File: src/rtl/race_sequencer.sv
// Drag-race sequencer: stages the light tree, detects fouls, times both lanes in
// millisecond ticks and reports the winner.
module race_sequencer #(
  parameter int          TICK_DIV = 50_000,
  parameter logic [15:0] MAX_MS   = 16'd9_999
) (
  input  logic        clk_i,
  input  logic        rst_i,
  input  logic        start_i,
  input  logic        stage1_i,
  input  logic        stage2_i,
  input  logic        launch1_i,
  input  logic        launch2_i,
  input  logic        finish1_i,
  input  logic        finish2_i,
  input  logic        g_i,
  output logic        en_o,
  output logic        r_o,
  output logic        red1_o,
  output logic        red2_o,
  output logic [15:0] et1_o,
  output logic [15:0] et2_o,
  output logic [1:0]  winner_o,
  output logic        done_o,
  output logic [1:0]  state_o
);

  localparam int PW = (TICK_DIV > 1) ? $clog2(TICK_DIV) : 1;
  localparam logic [PW-1:0] PRESC_TOP = PW'(TICK_DIV - 1);

  typedef enum logic [1:0] {S_IDLE = 2'd0, S_TREE = 2'd1, S_RACE = 2'd2, S_DONE = 2'd3} state_t;

  state_t          state_q, state_d;
  logic            g_q;
  logic [PW-1:0]   presc_q, presc_d;
  logic [15:0]     et1_q, et1_d, et2_q, et2_d;
  logic            fin1_q, fin1_d, fin2_q, fin2_d;
  logic            red1_q, red1_d, red2_q, red2_d;
  logic [1:0]      winner_q, winner_d;

  logic in_tree, in_race, g_rise, foul1, foul2, tick;
  logic fin1_evt, fin2_evt, win1, win2, race_over;

  assign in_tree  = (state_q == S_TREE);
  assign in_race  = (state_q == S_RACE);
  assign g_rise   = g_i & ~g_q;
  // A launch counts as a foul only while the green is still off.
  assign foul1    = in_tree & launch1_i & ~g_i;
  assign foul2    = in_tree & launch2_i & ~g_i;
  assign tick     = in_race & (presc_q == PRESC_TOP);
  assign fin1_evt = in_race & finish1_i & ~fin1_q;
  assign fin2_evt = in_race & finish2_i & ~fin2_q;
  assign win1     = fin1_evt & ~red1_q;
  assign win2     = fin2_evt & ~red2_q;

  always_ff @(posedge clk_i) begin
    if (rst_i) state_q <= S_IDLE;
    else       state_q <= state_d;
  end

  always_ff @(posedge clk_i) begin
    if (rst_i) begin
      g_q      <= 1'b0;
      presc_q  <= '0;
      et1_q    <= '0;
      et2_q    <= '0;
      fin1_q   <= 1'b0;
      fin2_q   <= 1'b0;
      red1_q   <= 1'b0;
      red2_q   <= 1'b0;
      winner_q <= 2'd0;
    end else begin
      g_q      <= g_i;
      presc_q  <= presc_d;
      et1_q    <= et1_d;
      et2_q    <= et2_d;
      fin1_q   <= fin1_d;
      fin2_q   <= fin2_d;
      red1_q   <= red1_d;
      red2_q   <= red2_d;
      winner_q <= winner_d;
    end
  end

  always_comb begin
    presc_d  = presc_q;
    et1_d    = et1_q;
    et2_d    = et2_q;
    fin1_d   = fin1_q;
    fin2_d   = fin2_q;
    red1_d   = red1_q;
    red2_d   = red2_q;
    winner_d = winner_q;
    case (state_q)
      S_TREE: begin
        red1_d = red1_q | foul1;
        red2_d = red2_q | foul2;
        if (g_rise) begin
          presc_d  = '0;
          et1_d    = '0;
          et2_d    = '0;
          fin1_d   = 1'b0;
          fin2_d   = 1'b0;
          winner_d = 2'd0;
        end
      end
      S_RACE: begin
        presc_d = tick ? '0 : presc_q + 1'b1;
        // A finish on the wrap cycle freezes the lane before the increment.
        if (fin1_evt)                             fin1_d = 1'b1;
        else if (tick && !fin1_q && et1_q != MAX_MS) et1_d = et1_q + 16'd1;
        if (fin2_evt)                             fin2_d = 1'b1;
        else if (tick && !fin2_q && et2_q != MAX_MS) et2_d = et2_q + 16'd1;
        if (winner_q == 2'd0) winner_d = {win2, win1};
      end
      S_DONE: begin
        if (start_i) begin
          presc_d  = '0;
          et1_d    = '0;
          et2_d    = '0;
          fin1_d   = 1'b0;
          fin2_d   = 1'b0;
          red1_d   = 1'b0;
          red2_d   = 1'b0;
          winner_d = 2'd0;
        end
      end
      default: ;
    endcase
  end

  assign race_over = ((fin1_d | red1_q) & (fin2_d | red2_q))
                   | (~fin1_d & (et1_d == MAX_MS))
                   | (~fin2_d & (et2_d == MAX_MS));

  always_comb begin
    state_d = state_q;
    case (state_q)
      S_IDLE: if (start_i && stage1_i && stage2_i) state_d = S_TREE;
      S_TREE: begin
        if (red1_d && red2_d) state_d = S_DONE;
        else if (g_rise)      state_d = S_RACE;
      end
      S_RACE: if (race_over) state_d = S_DONE;
      S_DONE: if (start_i)   state_d = S_IDLE;
      default:               state_d = S_IDLE;
    endcase
  end

  always_comb begin
    en_o     = in_tree | in_race;
    done_o   = (state_q == S_DONE);
    red1_o   = red1_q | foul1;
    red2_o   = red2_q | foul2;
    r_o      = red1_o | red2_o;
    et1_o    = et1_q;
    et2_o    = et2_q;
    winner_o = winner_q;
    state_o  = state_q;
  end

endmodule
File: config.mk
export PLATFORM = sky130hd
export DESIGN_NAME = race_sequencer
export DESIGN_NICKNAME = d
export VERILOG_FILES = /design/src/rtl/race_sequencer.sv
export SDC_FILE = /design/constraint.sdc
export NUM_CORES = 1
export LEC_CHECK = 0
export CAP_MARGIN = 10
export CORE_ASPECT_RATIO = 1.1
export CORE_MARGIN = 2
export CORE_UTILIZATION = 43
export DETAILED_ROUTE_END_ITERATION = 10
export DONT_BUFFER_PORTS = 1
export PLACE_DENSITY = 0.69
export SETUP_SLACK_MARGIN = 0.02
export SYNTH_ARGS = -nofsm -noshare
export SYNTH_HDL_FRONTEND = slang
export SYNTH_SLANG_ARGS = --single-unit
File: constraint.sdc
create_clock -name clk_i -period 5.72 [get_ports clk_i]
set_clock_uncertainty 0.1 [all_clocks]
set_input_delay 1.144 -clock clk_i [delete_from_list [all_inputs] [get_ports clk_i]]
set_output_delay 1.144 -clock clk_i [all_outputs]
set_load 0.02 [all_outputs]
==> impl_metrics.py, run 1 <==
metrics = {
    "placed_design": {
        "detailed_place_hpwl_microns": 7030,
        "dp.cells": 565,
        "port_buffers": 0,
        "pre_cts_ws_ns": 1.63,
        "gp_congestion": 0.832,
    },
    "sta": {
        "fin_ws_ns": 1.55,
        "hold_violations": 0,
        "fin_crit_sh": 0.729,
        "final_max_slew_viol_count": 0,
        "setup_violations": 0,
        "max_slew_margin": 0.231,
        "tightest_slew_ns": 1.15,
        "fin_crit_ns": 4.17,
        "rsz0062_at_grt": "false",
        "tns_ns": 0,
        "fmax_mhz": 240,
    },
    "layout": {
        "instances_no_fill": 581,
        "nets": 483,
        "area_growth_pct": 6.87,
        "n_antenna_cell": 0,
        "layout-drive-gt1-share": 0.0574,
        "fill_cells": 849,
    },
    "cts": {
        "cts_resized": 0,
        "htreeDepth": 3,
        "clk_pin_slew_ns": 0.07,
        "post_cts_buffers": 0,
        "cts_sinks": 57,
        "clock_latency_ns": 0.35,
        "cts_tree": "yes",
        "ctsHoldBuffers": 0,
        "cts_root_buffer": "clkbuf_8",
        "numCtsBuffers": 9,
        "clock_path_buffers": 2,
    },
    "yosys": {
        "syn_area_per_cell_sq_um": 7.60,
        "ys_top_cells_by_area": "dfxtp_1 31%, nor2_1 6.5%, nand2_1 5.8%",
        "synth-edff-count": 0,
        "synth_nets": 497,
        "yosysWarnings": 0,
        "netlist.area_leader.share": 0.313,
        "seq_area_frac_synth": 0.313,
        "syn_area_sq_um": 3640,
        "ys_seq_elements": 57,
        "synth.largest_area_cell": "dfxtp_1",
        "netlist_instances": 479,
        "synth_ff_type": "dfxtp_1",
        "synth-async-reset-ratio": 0,
        "synth.distinct_cells": 68,
    },
    "grt": {
        "grt_use_total": 0.224,
        "grt_max_degree": 42,
        "grt_first_pass_wirelength_microns": 16700,
        "grt_overflow": 0,
        "grt_pass1_vias": 3375,
        "antenna_found_initial": 0,
    },
    "die": {
        "ioPinCount": 51,
        "start_util": 0.438,
        "coreArea_sq_um": 8320,
        "die_w_microns": 91.7,
        "die_area_sq_um": 9220,
        "die_y_microns": 101,
        "rows": 35,
    },
    "critical_path": {
        "worstPathRequired_ns": 5.89,
        "path_max_fanout": 23,
        "end_kind": "register",
        "crit_arrival_ns": 4.34,
        "critPathKind": "register to register",
        "start_kind": "register",
    },
    "detailed_routing": {
        "via_count": 3606,
        "firstDrtPassIters": 4,
        "viasPerCell": 6.21,
        "postRouteAntennaNets": 0,
        "drt_iter0_drc": 227,
        "wire_per_inst_microns": 17.3,
        "wirelength_microns": 10000,
        "drc": 0,
    },
    "pwr": {
        "power.density_nw_per_um2": 312,
        "ir_worst_vdd_mv": 0.233,
        "power_leakage_nw": 1.32,
    },
    "job": {
        "maxCapViolCount": 0,
    },
    "hold_path": {
        "hold_class": "register to register",
    },
    "outcome": {
        "status": "finished, final reports clean",
    },
}
==> cell type report <==
class	instances	area, sq um	area share
flip-flops and latches	57	1140	0.293
clock buffers	14	173	0.0444
repair buffers	2	15.0	0.00386
inverters	13	48.8	0.0125
well taps	111	139	0.0357
clock inverters	2	35.0	0.00900
multi-input cells	382	2340	0.601
==> critical path: stages (launching register included) <==
cell and delay [ns]:
dfxtp_1 0.54, ha_1 0.55, nand4b_1 0.22, nor4_4 1.03
o211a_1 0.33, nor2_1 0.05, or4_1 0.50, a221oi_2 0.22
a41o_1 0.25, nor3_1 0.07, nor4_2 0.24
==> synth_stat cells, types with 6 or more instances <==
library cell,instances
nor2_1,63
nor3_1,12
inv_1,13
nand3_1,18
and4_1,9
a21oi_1,29
xnor2_1,7
a31oi_1,11
o21ai_0,13
clkbuf_1,20
nand2b_1,6
ha_1,8
nand2_1,56
and3_1,11
nor2b_1,10
nand4_1,18
xor2_1,11
dfxtp_1,57
==> path summary, 6_finish.rpt <==
| kind | start | endpoint | slack (ns) | cells past startpoint |
|---|---|---|---|---|
| worst min register to register | presc_q[1]$_SDFFE_PP0P_ | presc_q[1]$_SDFFE_PP0P_ | 0.40 | 2 |
| worst max-delay path | state_o[1]$_SDFFE_PP0P_ | state_o[0]$_SDFFE_PP0P_ | 1.55 | 10 |
| worst max register to register | state_o[1]$_SDFFE_PP0P_ | state_o[0]$_SDFFE_PP0P_ | 1.55 | 10 |
| worst min-delay path | presc_q[1]$_SDFFE_PP0P_ | presc_q[1]$_SDFFE_PP0P_ | 0.40 | 2 |
==> per-stage QoR <==
step	instance area, sq um	power (mW)	util	hold slack [ns]
2_1_floorplan	3640	0.732	-	0.367
3_3_place_gp	3680	0.813	0.443	0.380
3_5_place_dp	3680	0.820	0.443	0.394
4_1_cts	3890	1.22	0.468	0.403
5_1_grt	3890	1.27	0.468	0.432
6_report	3890	1.22	0.468	0.399
==> registers in the layout, indices dropped and copies added, names as in the netlist <==
register and count:
et1_o 16, et2_o 16, fin1_q 1, fin2_q 1, g_q 1, presc_q 16
red1_q 1, red2_q 1, state_o 2, winner_o 2
==> power breakdown <==
| part | switching [mW] | internal, mW | total, mW |
|---|---|---|---|
| clock | 0.163 | 0.237 | 0.400 |
| combinational | 0.270 | 0.106 | 0.376 |
| sequential | 0.0284 | 0.411 | 0.439 |
==> per-layer routing <==
metal,vias up,wire (microns),track usage
li1,1742,-,-
met1,1700,4130,0.279
met2,145,4760,0.360
met3,19,876,0.0726
met4,0,254,0.0941
met5,-,0,0
==> placed cells by master, fill, tap and decap left out, types with 3 or more instances in the layout <==
master    count
xnor2_1       7
nor4b_1       5
a31oi_1      11
or3_1         4
and2_1        4
nand3_1      18
a311oi_1      4
dfxtp_1      57
o211ai_1      4
nor4_1        5
and3_1       11
nor3_1       12
clkbuf_8     12
o21ai_0      13
nand4_1      18
o22ai_1       3
o21a_1        3
and4_1        9
xor2_1       11
a41o_1        3
ha_1          8
inv_1        13
nor2b_1       9
nor2_1       63
o211a_1       3
a21oi_1      29
a41oi_1       5
nor4bb_1      4
nand2_1      56
nand2b_1      6
a22oi_1       4
nor3b_1       3
a211oi_1      5
nand4b_1      3
or4_1         3
==> kinds of logic after synthesis <==
group                      synth area share
buffers and inverters                0.0447
DFF                                   0.313
adders and majority gates            0.0275
muxes                               0.00584
AOI/OAI and AO/OA                     0.207
and+or+nand+nor                       0.359
xor gates and xnor gates             0.0433
Power figures use the tool's default switching activity.
==> run 2: changes to the inputs <==
--- a/config.mk
+++ b/config.mk
@@ -11,7 +11,7 @@
 export CORE_UTILIZATION = 43
 export DETAILED_ROUTE_END_ITERATION = 10
 export DONT_BUFFER_PORTS = 1
-export PLACE_DENSITY = 0.69
+export PLACE_DENSITY = 0.71
 export SETUP_SLACK_MARGIN = 0.02
 export SYNTH_ARGS = -nofsm -noshare
 export SYNTH_HDL_FRONTEND = slang
==> constraint.sdc (replaced) <==
create_clock -name clk_i -period 3.7 [get_ports clk_i]
set_clock_uncertainty 0.1 [all_clocks]
set_input_delay 0.74 -clock clk_i [delete_from_list [all_inputs] [get_ports clk_i]]
set_output_delay 0.74 -clock clk_i [all_outputs]
set_load 0.02 [all_outputs]
==> impl_metrics.py, run 2 (synthesized netlist as in run 1, its figures left out) <==
metrics = {
    "outcome": {
        "status": "finished, final reports clean",
    },
    "pwr": {
        "p_sw_mw": 0.720,
        "power_frac_clock": 0.291,
        "seqPwrFrac": 0.356,
        "ir_worst_vdd_mv": 0.244,
        "power_leakage_nw": 1.39,
        "swShare": 0.389,
        "fin_total_pwr_mw": 1.85,
        "pwr-share-comb": 0.353,
        "power.density_nw_per_um2": 463,
        "intPower_mw": 1.13,
    },
    "placed_design": {
        "detailed_place_hpwl_microns": 7240,
        "gp_congestion": 0.915,
        "dp.cells": 580,
        "port_buffers": 0,
    },
    "cts": {
        "clock_latency_ns": 0.35,
        "clock_path_buffers": 2,
        "cts_tree": "yes",
        "cts_sinks": 57,
        "cts_root_buffer": "clkbuf_8",
        "ctsHoldBuffers": 0,
        "clk_pin_slew_ns": 0.06,
        "htreeDepth": 3,
        "numCtsBuffers": 9,
    },
    "layout": {
        "multi_input_area_sq_um": 2350,
        "fill_cells": 810,
        "area_growth_pct": 9.73,
        "instances_no_fill": 595,
        "layout-drive-gt1-share": 0.0909,
        "nets": 498,
        "ff_latch_area_sq_um": 1140,
        "layout_common_cells": "63 x nor2_1, 57 x dfxtp_1, 56 x nand2_1",
        "mostFrequentLayoutCell": "nor2_1",
        "n_antenna_cell": 0,
    },
    "die": {
        "ioPinCount": 51,
        "die_y_microns": 101,
        "rows": 35,
        "start_util": 0.438,
        "coreArea_sq_um": 8320,
        "die_area_sq_um": 9220,
        "die_w_microns": 91.7,
    },
    "hold_path": {
        "hold_class": "primary input to register",
        "min_from": "rst_i",
    },
    "detailed_routing": {
        "via_count": 3747,
        "postRouteAntennaNets": 0,
        "wire_per_inst_microns": 17.3,
        "drc": 0,
        "drt_iter0_drc": 181,
        "firstDrtPassIters": 6,
        "viasPerCell": 6.30,
        "wirelength_microns": 10300,
    },
    "critical_path": {
        "crit_chain": "nand3_1, a2111oi_1, buf_4, nand2_1, o211a_1, a221oi_1, and3b_1, a41o_1, nor3_1, nor4_2",
        "cp-startpoint": "et1_o[2]$_SDFF_PP0_",
        "cp_slowest_cell": "dfxtp_1",
        "r2r-start": "et1_o[2]$_SDFF_PP0_",
        "end_kind": "register",
        "crit_arrival_ns": 3.46,
        "max_stage_delay_ns": 0.66,
        "worstPathRequired_ns": 3.83,
        "start_kind": "register",
        "path_max_fanout": 10,
        "critPathKind": "register to register",
    },
    "grt": {
        "grt_overflow": 0,
        "grt_first_pass_wirelength_microns": 16900,
        "grt_pass1_vias": 3487,
        "grt_use_total": 0.224,
        "antenna_found_initial": 0,
        "grt_max_degree": 42,
    },
    "sta": {
        "fin_hold_ws_ns": 0.358,
        "setup_violations": 0,
        "fin_crit_sh": 0.900,
        "max_slew_margin": 0.530,
        "tns_ns": 0,
        "fmax_mhz": 300,
        "hold_violations": 0,
        "rsz0062_at_grt": "false",
        "fin_crit_ns": 3.33,
        "tightest_slew_ns": 0.702,
        "final_max_slew_viol_count": 0,
    },
    "job": {
        "maxCapViolCount": 0,
    },
}
[run 2: path summary, 6_finish.rpt]
path | to | slack, ns | cells after the start
hold reg to reg | presc_q[1]$_SDFFE_PP0P_ | 0.40 | 2
setup / recovery | state_o[0]$_SDFFE_PP0P_ | 0.37 | 10
hold / removal | et1_o[12]$_SDFF_PP0_ | 0.36 | 1
setup reg to reg | state_o[0]$_SDFFE_PP0P_ | 0.37 | 10
[run 2: what timing repair did]
action,in CTS,in global routing
setup endpoints to repair,0,1
setup buffers,0,0
resized for setup,0,1
[run 2: power by group through the flow]
stage / clock (mW) / combinational (mW) / sequential, mW
2_1_floorplan: 0 / 0.447 / 0.685
3_3_place_gp: 0 / 0.646 / 0.669
3_5_place_dp: 0 / 0.645 / 0.672
4_1_cts: 0.554 / 0.647 / 0.658
5_1_grt: 0.583 / 0.712 / 0.660
6_report: 0.540 / 0.653 / 0.659
[run 2: final cells by class]
class	instances	share of cell area
clock buffer	12	0.0413
clock inverter	3	0.00376
tap	111	0.0348
timing repair buffer	17	0.0351
inverter	13	0.0122
sequential	57	0.286
multi-input combinational	382	0.587
[run 2: stage by stage]
| stage | area [sq um] | worst slack (ns) | utilization |
|---|---|---|---|
| 6_report | 4000 | 0.369 | 0.480 |
| 3_5_place_dp | 3810 | 0.393 | 0.458 |
| 3_3_place_gp | 3810 | 0.316 | 0.458 |
| 4_1_cts | 3990 | 0.356 | 0.479 |
| 2_1_floorplan | 3640 | 0.544 | - |
| 5_1_grt | 4000 | 0.0685 | 0.480 |
[run 2: worst max-delay path, delay by kind of cell (launching register included)]
kind	cells	cell delay [ns]
buffers and inverters	1	0.21
and+or+nand+nor	5	0.98
DFF	1	0.66
AOI/OAI and AO/OA	4	1.26
[run 2: layer usage]
metal,routed length (microns),up-vias,track usage
met5,0,-,0
met4,218,0,0.0999
met3,859,29,0.0651
met2,4890,172,0.363
met1,4350,1768,0.276
li1,-,1778,-
==> run 3: changes to the inputs <==
--- a/config.mk
+++ b/config.mk
@@ -5,12 +5,14 @@
 export SDC_FILE = /design/constraint.sdc
 export NUM_CORES = 1
 export LEC_CHECK = 0
+export ABC_AREA = 1
 export CAP_MARGIN = 10
 export CORE_ASPECT_RATIO = 1.1
 export CORE_MARGIN = 2
 export CORE_UTILIZATION = 43
 export DETAILED_ROUTE_END_ITERATION = 10
 export DONT_BUFFER_PORTS = 1
+export MAX_ROUTING_LAYER = met4
 export PLACE_DENSITY = 0.71
 export SETUP_SLACK_MARGIN = 0.02
 export SYNTH_ARGS = -nofsm -noshare
==> impl_metrics.py, run 3 <==
metrics = {
    "layout": {
        "n_antenna_cell": 0,
        "area_growth_pct": 8.83,
        "fin_area_sq_um": 4240,
        "layout-drive-gt1-share": 0.0805,
        "fill_cells": 971,
        "mostFrequentLayoutCell": "nand2_1",
        "nets": 684,
        "instances_no_fill": 785,
        "finish.utilization": 0.481,
        "layout_common_cells": "177 x nand2_1, 122 x nor2_1, 89 x inv_1",
    },
    "cts": {
        "cts_sinks": 57,
        "numCtsBuffers": 9,
        "clock_path_buffers": 2,
        "clk_pin_slew_ns": 0.08,
        "clock_latency_ns": 0.34,
        "post_cts_buffers": 0,
        "cts_resized": 0,
        "htreeDepth": 3,
        "ctsHoldBuffers": 0,
        "cts_tree": "yes",
        "cts_root_buffer": "clkbuf_8",
    },
    "die": {
        "die_y_microns": 104,
        "coreArea_sq_um": 8830,
        "rows": 36,
        "die_w_microns": 94.8,
        "die_area_sq_um": 9850,
        "start_util": 0.442,
        "ioPinCount": 51,
    },
    "yosys": {
        "ys_top_cells_by_area": "dfxtp_1 29%, nand2_1 17%, nor2_1 12%",
        "synth-simple-area-share": 0.474,
        "syn_area_sq_um": 3900,
        "synth-async-reset-ratio": 0,
        "synth_nets": 681,
        "netlist.area_leader.share": 0.293,
        "synth.largest_area_cell": "dfxtp_1",
        "netlist_instances": 663,
        "yosysWarnings": 0,
        "muxShareOfSynthArea": 0.00257,
        "synthAdderAreaFrac": 0.0257,
        "synth_top_family_by_area": "simple AND/OR/NAND/NOR gates",
        "synth_xor_area_frac": 0.0112,
        "yosysMostFrequentCell": "nand2_1",
        "ys_seq_elements": 57,
        "synth_ff_type": "dfxtp_1",
        "synthTopCellsByCount": "177 x nand2_1, 123 x nor2_1, 89 x inv_1",
        "seq_area_frac_synth": 0.293,
        "synth-compound-area-share": 0.0796,
        "syn_area_per_cell_sq_um": 5.88,
        "synth.distinct_cells": 37,
        "synth-edff-count": 0,
    },
    "sta": {
        "fin_crit_ns": 3.22,
        "fin_crit_sh": 0.870,
        "setup_violations": 0,
        "final_max_slew_viol_count": 0,
        "tightest_slew_ns": 0.490,
        "tns_ns": 0,
        "rsz0062_at_grt": "false",
        "hold_violations": 0,
        "fmax_mhz": 311,
        "max_slew_margin": 0.673,
    },
    "critical_path": {
        "critPathKind": "register to register",
        "worstPathRequired_ns": 3.83,
        "crit_arrival_ns": 3.35,
        "cp_slowest_cell": "dfxtp_1",
        "max_stage_delay_ns": 0.56,
        "cp_common_cell": "nand2_1",
        "end_kind": "register",
        "path_max_fanout": 10,
        "start_kind": "register",
        "crit_chain": "inv_1, ha_1, nand2_1, inv_2, nand2_1, nand2_1, nor2_2, nand4_1, nor3_2, nand2_1, nand2_1, nand2_1, nand2_1, o21ai_0, a21oi_1, nand3_1, nand2_2, nand3_1, nand2_1, nor2_1",
        "critical_path_buf_inv_count": 2,
        "critical-path-top-delay-family": "simple AND/OR/NAND/NOR gates",
    },
    "pwr": {
        "power_leakage_nw": 1.69,
        "seqPwrFrac": 0.358,
        "pwr-share-comb": 0.291,
        "ir_worst_vdd_mv": 0.243,
        "power_frac_clock": 0.351,
        "power.density_nw_per_um2": 445,
        "fin_total_pwr_mw": 1.89,
        "p_sw_mw": 0.719,
        "swShare": 0.381,
        "intPower_mw": 1.17,
    },
    "detailed_routing": {
        "wire_per_inst_microns": 13.7,
        "via_count": 4110,
        "postRouteAntennaNets": 0,
        "drt_iter0_drc": 236,
        "drc": 0,
        "firstDrtPassIters": 5,
        "viasPerCell": 5.24,
        "wirelength_microns": 10800,
    },
    "outcome": {
        "status": "finished, final reports clean",
    },
    "grt": {
        "grt_overflow": 0,
        "grt_pass1_vias": 3981,
        "antenna_found_initial": 0,
        "grt_first_pass_wirelength_microns": 18300,
        "grt_max_degree": 42,
        "grt_use_total": 0.237,
    },
    "placed_design": {
        "placed_area_sq_um": 4020,
        "dp.cells": 769,
        "gp_congestion": 0.985,
        "detailed_place_hpwl_microns": 8080,
        "port_buffers": 0,
    },
    "hold_path": {
        "hold_class": "primary input to register",
    },
    "job": {
        "maxCapViolCount": 0,
    },
}
## run 3: cell types whose count changed after synthesis, sizes merged, moves of 11 or more
cell and delta:
and3 -11, nand3 +47, nor2 +69, inv +84
nand2 +128, clkbuf -12
## run 3: cells by family (layout without fill, tap and decap cells)
group,Yosys count,after routing
simple gates,420,420
buf+inv,114,122
compound gates,58,58
flops,57,57
fa+ha+maj,8,8
xor+xnor,5,5
mux,1,1
## run 3: per-stage QoR
step                hold slack [ns]  setup slack, ns
detailed placement            0.372            0.517
CTS                           0.354            0.487
global placement              0.362            0.609
global route                  0.344            0.115
floorplan                     0.346             1.10
finish                        0.363            0.482
## run 3: final timing paths
kind / start / end / slack (ns) / depth (start not counted)
setup / recovery: state_o[0]$_SDFFE_PP0P_ / state_o[1]$_SDFFE_PP0P_ / 0.48 / 20
hold / removal: rst_i / et1_o[14]$_SDFF_PP0_ / 0.36 / 1
setup reg to reg: state_o[0]$_SDFFE_PP0P_ / state_o[1]$_SDFFE_PP0P_ / 0.48 / 20
hold reg to reg: presc_q[9]$_SDFFE_PP0P_ / presc_q[9]$_SDFFE_PP0P_ / 0.39 / 2
## run 3: final cells by class
class                   count  area (sq um)  area share
clock buffers               9           124      0.0292
clock inverters             7          95.1      0.0224
inverters                  99           372      0.0876
multi-input cells         492          2320       0.546
flip-flops and latches     57          1140       0.269
well taps                 114           143      0.0336
repair buffers              7          52.6      0.0124
## run 3: power groups by stage
stage	clock network [mW]	registers, mW	logic [mW]
6_report	0.662	0.675	0.550
3_3_place_gp	0	0.688	0.534
3_5_place_dp	0	0.690	0.549
5_1_grt	0.699	0.681	0.608
4_1_cts	0.668	0.676	0.550
2_1_floorplan	0	0.682	0.407
## run 3: layer usage
metal / up-vias / part of all wire / track usage
met5: - / 0 / -
met4: 0 / 0.021 / 0.0932
met3: 25 / 0.065 / 0.0536
met2: 124 / 0.49 / 0.386
met1: 1858 / 0.42 / 0.283
li1: 2103 / - / -
